===== config.mk =====
export PLATFORM = sky130hd
export DESIGN_NAME = systolic_array_sched
export DESIGN_NICKNAME = d
export VERILOG_FILES = /design/src/rtl/systolic_array_sched.sv
export SDC_FILE = /design/constraint.sdc
export NUM_CORES = 1
export LEC_CHECK = 0
export BUFFER_PORTS_ARGS = -buffer_cell sky130_fd_sc_hd__clkbuf_2
export CELL_PAD_IN_SITES_DETAIL_PLACEMENT = 0
export CELL_PAD_IN_SITES_GLOBAL_PLACEMENT = 2
export CORE_ASPECT_RATIO = 0.7
export CORE_MARGIN = 4
export CORE_UTILIZATION = 21
export DETAILED_ROUTE_END_ITERATION = 12
export GPL_TIMING_DRIVEN = 0
export PLACE_DENSITY_LB_ADDON = 0.1
export SYNTH_ARGS = -nofsm -noshare
export SYNTH_HDL_FRONTEND = slang
export SYNTH_SLANG_ARGS = --single-unit

===== constraint.sdc =====
create_clock -name i_clock -period 1.6 [get_ports i_clock]
set_input_delay 0.08 -clock i_clock [delete_from_list [all_inputs] [get_ports i_clock]]
set_output_delay 0.08 -clock i_clock [all_outputs]
set_load 0.02 [all_outputs]

===== src/rtl/systolic_array_sched.sv =====
// Sequencer for an output-stationary DIMENSION x DIMENSION systolic array: it feeds skewed
// operand streams into the grid, waits for the grid to finish, then drains the accumulators row-major.
module systolic_array_sched #(
  parameter int DIMENSION  = 4,
  parameter int I_BITS     = 8,
  parameter int O_BITS     = 2*I_BITS + $clog2(DIMENSION),
  parameter int ADDR_BITS  = (DIMENSION > 1) ? $clog2(DIMENSION) : 1,
  parameter int WAIT_LIMIT = 2*DIMENSION
) (
  input  logic                                 i_clock,
  input  logic                                 i_reset,
  input  logic                                 i_start,
  output logic                                 o_busy,
  output logic                                 o_done,
  output logic                                 o_error,
  output logic                                 o_rd_en,
  output logic [ADDR_BITS-1:0]                 o_rd_addr,
  input  logic [DIMENSION*I_BITS-1:0]          i_a_col,
  input  logic [DIMENSION*I_BITS-1:0]          i_b_row,
  output logic                                 o_array_clear,
  output logic [DIMENSION*I_BITS-1:0]          o_west_a,
  output logic [DIMENSION*I_BITS-1:0]          o_north_b,
  input  logic                                 i_array_finish,
  input  logic [DIMENSION*DIMENSION*O_BITS-1:0] i_array_c,
  output logic                                 o_res_valid,
  input  logic                                 i_res_ready,
  output logic [O_BITS-1:0]                    o_res_data,
  output logic [2*ADDR_BITS-1:0]               o_res_idx
);

  localparam int F_BITS   = $clog2(2*DIMENSION);
  localparam int F_LAST   = 2*DIMENSION - 2;
  localparam int W_BITS   = $clog2(WAIT_LIMIT + 1);
  localparam int CELLS    = DIMENSION*DIMENSION;
  localparam int SEL_BITS = (CELLS > 1) ? $clog2(CELLS) : 1;

  typedef enum logic [2:0] {
    S_IDLE,
    S_CLEAR,
    S_FEED,
    S_WAIT,
    S_DRAIN
  } state_t;

  state_t                   state_q;
  logic [F_BITS-1:0]        feed_q;
  logic [W_BITS-1:0]        wait_q;
  logic [ADDR_BITS-1:0]     row_q;
  logic [ADDR_BITS-1:0]     col_q;
  logic                     busy_q;
  logic                     done_q;
  logic                     error_q;
  logic                     rd_en_q;
  logic [ADDR_BITS-1:0]     rd_addr_q;
  logic                     clear_q;
  logic                     res_valid_q;
  logic                     rd_valid_q;

  logic [F_BITS:0]          rd_next_d;
  logic [DIMENSION*I_BITS-1:0] a_gated_d;
  logic [DIMENSION*I_BITS-1:0] b_gated_d;
  logic [SEL_BITS-1:0]      res_sel_d;
  logic [O_BITS-1:0]        acc_w [CELLS];

  // Operand index the read issued during the next FEED cycle will fetch.
  assign rd_next_d = {1'b0, feed_q} + (F_BITS+1)'(2);

  always_ff @(posedge i_clock) begin
    if (i_reset) begin
      state_q     <= S_IDLE;
      feed_q      <= '0;
      wait_q      <= '0;
      row_q       <= '0;
      col_q       <= '0;
      busy_q      <= 1'b0;
      done_q      <= 1'b0;
      error_q     <= 1'b0;
      rd_en_q     <= 1'b0;
      rd_addr_q   <= '0;
      clear_q     <= 1'b1;
      res_valid_q <= 1'b0;
    end else begin
      done_q <= 1'b0;
      case (state_q)
        S_IDLE: begin
          if (i_start) begin
            state_q   <= S_CLEAR;
            busy_q    <= 1'b1;
            error_q   <= 1'b0;
            rd_en_q   <= 1'b1;
            rd_addr_q <= '0;
            clear_q   <= 1'b1;
          end
        end
        S_CLEAR: begin
          state_q   <= S_FEED;
          feed_q    <= '0;
          clear_q   <= 1'b0;
          rd_en_q   <= (DIMENSION > 1);
          rd_addr_q <= ADDR_BITS'(1);
        end
        S_FEED: begin
          if (feed_q == F_BITS'(F_LAST)) begin
            state_q   <= S_WAIT;
            wait_q    <= '0;
            rd_en_q   <= 1'b0;
            rd_addr_q <= '0;
          end else begin
            feed_q <= feed_q + F_BITS'(1);
            if (rd_next_d < (F_BITS+1)'(DIMENSION)) begin
              rd_en_q   <= 1'b1;
              rd_addr_q <= rd_next_d[ADDR_BITS-1:0];
            end else begin
              rd_en_q   <= 1'b0;
              rd_addr_q <= '0;
            end
          end
        end
        S_WAIT: begin
          if (i_array_finish) begin
            state_q     <= S_DRAIN;
            res_valid_q <= 1'b1;
            row_q       <= '0;
            col_q       <= '0;
          end else if (wait_q == W_BITS'(WAIT_LIMIT - 1)) begin
            // Grid never finished: abandon the run without a done pulse.
            state_q <= S_IDLE;
            busy_q  <= 1'b0;
            error_q <= 1'b1;
            clear_q <= 1'b1;
          end else begin
            wait_q <= wait_q + W_BITS'(1);
          end
        end
        S_DRAIN: begin
          if (res_valid_q && i_res_ready) begin
            if (col_q == ADDR_BITS'(DIMENSION - 1)) begin
              col_q <= '0;
              if (row_q == ADDR_BITS'(DIMENSION - 1)) begin
                state_q     <= S_IDLE;
                busy_q      <= 1'b0;
                res_valid_q <= 1'b0;
                done_q      <= 1'b1;
                clear_q     <= 1'b1;
                row_q       <= '0;
              end else begin
                row_q <= row_q + ADDR_BITS'(1);
              end
            end else begin
              col_q <= col_q + ADDR_BITS'(1);
            end
          end
        end
        default: begin
          state_q     <= S_IDLE;
          busy_q      <= 1'b0;
          rd_en_q     <= 1'b0;
          clear_q     <= 1'b1;
          res_valid_q <= 1'b0;
        end
      endcase
    end
  end

  // Buffer data is only meaningful the cycle after a read; otherwise it is stale.
  always_ff @(posedge i_clock) begin
    if (i_reset) begin
      rd_valid_q <= 1'b0;
    end else begin
      rd_valid_q <= rd_en_q;
    end
  end

  assign a_gated_d = rd_valid_q ? i_a_col : '0;
  assign b_gated_d = rd_valid_q ? i_b_row : '0;

  generate
    for (genvar gi = 0; gi < DIMENSION; gi++) begin : g_lane
      if (gi == 0) begin : g_direct
        assign o_west_a[0 +: I_BITS]  = a_gated_d[0 +: I_BITS];
        assign o_north_b[0 +: I_BITS] = b_gated_d[0 +: I_BITS];
      end else begin : g_delay
        // Lane gi lags lane 0 by gi cycles so operand k meets PE(i,j) at cycle k+i+j.
        logic [I_BITS-1:0] a_dly_q [gi];
        logic [I_BITS-1:0] b_dly_q [gi];

        always_ff @(posedge i_clock) begin
          if (i_reset) begin
            for (int s = 0; s < gi; s++) begin
              a_dly_q[s] <= '0;
              b_dly_q[s] <= '0;
            end
          end else begin
            a_dly_q[0] <= a_gated_d[gi*I_BITS +: I_BITS];
            b_dly_q[0] <= b_gated_d[gi*I_BITS +: I_BITS];
            for (int s = 1; s < gi; s++) begin
              a_dly_q[s] <= a_dly_q[s-1];
              b_dly_q[s] <= b_dly_q[s-1];
            end
          end
        end

        assign o_west_a[gi*I_BITS +: I_BITS]  = a_dly_q[gi-1];
        assign o_north_b[gi*I_BITS +: I_BITS] = b_dly_q[gi-1];
      end
    end

    for (genvar gi = 0; gi < CELLS; gi++) begin : g_acc
      assign acc_w[gi] = i_array_c[gi*O_BITS +: O_BITS];
    end
  endgenerate

  assign res_sel_d = SEL_BITS'(int'(row_q) * DIMENSION + int'(col_q));

  assign o_busy        = busy_q;
  assign o_done        = done_q;
  assign o_error       = error_q;
  assign o_rd_en       = rd_en_q;
  assign o_rd_addr     = rd_addr_q;
  assign o_array_clear = clear_q;
  assign o_res_valid   = res_valid_q;
  assign o_res_idx     = {row_q, col_q};
  // Accumulators are frozen during DRAIN, so a direct select stays stable under backpressure.
  assign o_res_data    = res_valid_q ? acc_w[res_sel_d] : '0;

endmodule


==> out/qor.csv <==
stage,metric,value,unit
timing,post-route-worst-setup-slack,-614,ps
pwr,total_switching_power,1930,uW
critical_path,critical_path.endpoint_type,primary output,
pwr,share_clk_of_total_power,48.1,%
yosys,ys_ff_latch,119,
place,post_dp_cell_area,0.00942,mm^2
place,place.gp.congestion,0.791,
timing,timing.final.crit_period,2210,ps
critical_path,setup.worst_path.class,reg -> out,
global_route,use_met1,21.1,%
timing,worstMarginPinSlew,716,ps
pwr,power_report.internal_total,6430,uW
global_route,top_usage_layer,met2,
global_route,use_met2,25.9,%
yosys,synth_cells,569,
clocking,clock_latency_late_sink,400,ps
run_status,status,"complete, but fails checks",
pwr,swShare,23.1,%
die,top_level_ports,451,
layout,final_cell_mix,"440 x clkbuf_2, 115 x dfxtp_1, 68 x and2_1",
global_route,use_met3,4.85,%
run_status,failed_checks,negative setup slack,
detailed_routing,dr_total_vias,6458,
timing,setup_viol,18,
critical_path,worstSetupEndpoint,o_res_data[15],
yosys,synth_top_area_share,36.1,%
critical_path,r2r-end,wait_q[3],
critical_path,critPathMaxStageDelay,540,ps
yosys,nets_in_the_synthesized_netlist,931,
global_route,antenna_found_initial,2,
layout,filler_instances,3205,
global_route,maximum_number_of_pins_on_one_net_before_global_route_repair,17,
global_route,grt_pass1_wl,41300,um
detailed_routing,totalWireLength,29600,um
yosys,synth_largest_area_cell,dfxtp_1,
detailed_routing,wl_per_cell,19.4,um
yosys,yosys_warnings,0,
critical_path,cpMaxStageDelayCell,mux4_2,
critical_path,worstPathRequired,1520,ps
critical_path,crit_arrival,2130,ps
yosys,post_synth_instance_area,0.00660,mm^2
clocking,cts_made_buffers,17,
clocking,cts_sinks,119,
die,core_area,0.0305,mm^2
pwr,p_per_area,758,mW/mm^2
detailed_routing,dr.first_iter.drc_count,197,
global_route,grt_util_all_layers,15.9,%
critical_path,timing.critical_path.cells,clkbuf_16 > buf_12 > mux4_2 > mux2i_2 > o22ai_2 > clkbuf_8,
place,worst_setup_slack_before_clock_tree_synthesis,-357,ps
yosys,synth_top_flop_cell,dfxtp_1,
global_route,via_count_of_the_first_global_routing_pass,6680,
flow_run,maxCapViolCount,0,
yosys,postSynthAreaPerCell,11.6,um^2
die,chip_width,220,um
pwr,comb_power_share,14.9,%
layout,final_cell_area,0.0110,mm^2
place,place_hpwl,24000,um
clocking,clock_path_buffers,2,
timing,final_min_period_over_clock_period,138,%
timing,timing.final.max_slew_violations,0,
pwr,pwr-share-seq,37.0,%
critical_path,crit_path_start_kind,flip-flop,
global_route,grt_overflow_total,0,
layout,layout_commonest_cell,clkbuf_2,
layout,final_core_utilization,36.2,%
worst_hold_path,min-delay-path-class,in -> reg,
timing,final.setup_skew,8.29,ps
layout,final_layout_size_suffix_gt1_share,59.5,%
timing,fin_worst_hold_slack,87.8,ps
timing,final_hold_viol_count,0,
detailed_routing,drt-vias-per-instance,4.23,
timing,rsz0062_at_grt,yes,
layout,n_antenna_cell,0,
clocking,ctsHtreeMaxLevel,4,
die,placementRows,53,
clocking,cts_tree,done,
detailed_routing,detail-route-antenna-nets,0,
yosys,top_cells_by_area_in_the_synthesized_netlist,"dfxtp_1 36%, mux4_1 13%, mux4_2 11%",
place,port_buffers,449,
yosys,count_of_flip_flops_with_a_built_in_enable_after_synthesis,0,
critical_path,crit_path_max_fanout,5,
clocking,cts_root_buf,clkbuf_16,
pwr,ir_drop,0.701,mV
detailed_routing,drt_first_pass_iters,5,
layout,finalNonFillerCells,1528,
die,die-area,0.0344,mm^2
critical_path,timing.reg2reg.worst_path_depth,4,
yosys,fraction_of_the_yosys_area_taken_by_sequential_cells,36.1,%
yosys,postSynth.asyncResetShare,0,%
die,die_h,156,um
critical_path,crit_path_launch,col_q[0],
place,dpl.cell_count,1430,
clocking,worst_setup_hold_path_clk_slew,60,ps
critical_path,worst_r2r_startpoint,state_q[0],
layout,area_growth,67.1,%
yosys,synthDistinctLibCells,52,
layout,finalNetCount,1465,
timing,slew_headroom,52.3,%
timing,max_freq,0.452,GHz
pwr,leakage,0.00499,uW
die,initial_utilization,21.6,%
critical_path,worst-r2r-setup-slack,110,ps
detailed_routing,drc_errors,0,
## critical path, delay by kind of cell, from the launching register on
kind	cells	cell delay, ps
AO/OA/AOI/OAI	1	120
flip-flops	1	380
buffers and inverters	3	460
multiplexers	2	750
## sequential cells by signal (all words and copies together) (netlist names), 2 cells and up
| signal | flops |
|---|---|
| col_q | 2 |
| feed_q | 3 |
| g_lane.g_delay.a_dly_q | 48 |
| g_lane.g_delay.b_dly_q | 48 |
| o_rd_addr | 2 |
| row_q | 2 |
| state_q | 3 |
| wait_q | 4 |
## what timing repair did
item	CTS	global route
cloned	2	6
hold endpoints to repair	51	0
hold buffers	50	0
endpoints found under the setup margin	51	37
gates resized for setup	63	60
setup buffers	4	7
pin swaps	7	24
## cell families (layout without fill, tap and decap cells)
logic type,after synthesis,in the layout,synth area share [%]
and+or+nand+nor,205,205,17.9
DFF,119,119,36.1
muxes,104,104,29.9
buffers and inverters,80,627,9.25
AOI/OAI and AO/OA,54,54,5.57
adders and majority gates,5,5,0.948
xor gates and xnor gates,2,2,0.266
## power groups by stage
stage               registers [uW]  logic (uW)  clock network (uW)
floorplan                     3180         455                   0
finish                        3090        1250                4020
CTS                           3090        1230                4160
global placement              3160        1090                   0
global route                  3100        1370                4300
detailed placement            3160        1100                   0
## per-stage QoR
stage                     power (uW)  TNS, ps
after floorplan                 3640    -7.38
after global placement          4250   -11400
after detailed placement        4260   -10780
after CTS                       8480   -11260
after global routing            8770   -12110
final                           8360   -10330
## cell type report
type | instances | area [um^2] | area share (%)
inverter | 4 | 15.0 | 0.136
tap | 412 | 515 | 4.67
clock buffer | 22 | 495 | 4.49
timing repair buffer | 516 | 3110 | 28.2
clock inverter | 10 | 140 | 1.27
sequential | 119 | 2390 | 21.7
buffer | 75 | 683 | 6.19
multi-input combinational | 370 | 3680 | 33.3
## worst min-delay path by stage
stage / to / start / slack (ps) / cells after the start
after floorplan: o_error / i_start / 200 / 1
after global placement: g_lane[1].g_delay.a_dly_q[0][7] / i_a_col[15] / 280 / 2
after detailed placement: g_lane[2].g_delay.a_dly_q[0][6] / i_a_col[22] / 280 / 2
after CTS: state_q[1] / i_array_finish / 60 / 4
after global routing: state_q[0] / i_array_finish / 130 / 4
final: state_q[1] / i_array_finish / 90 / 4
## layer usage
layer | up-vias | part of all wire [%] | routed length, um
li1 | 3117 | - | -
met1 | 3075 | 43 | 12600
met2 | 237 | 49 | 14400
met3 | 25 | 7.5 | 2230
met4 | 4 | 1.1 | 328
met5 | - | 0.071 | 21
## synthesized netlist by cell type (12+ instances only)
master      n
mux4_2     33
buf_4      32
nor2_1     14
mux4_1     32
and2_1     67
nor2b_1    54
a21oi_1    12
dfxtp_1   119
mux2i_1    39
o22ai_1    12
nand2_1    27
clkbuf_1   17
Power figures use the tool's default switching activity.
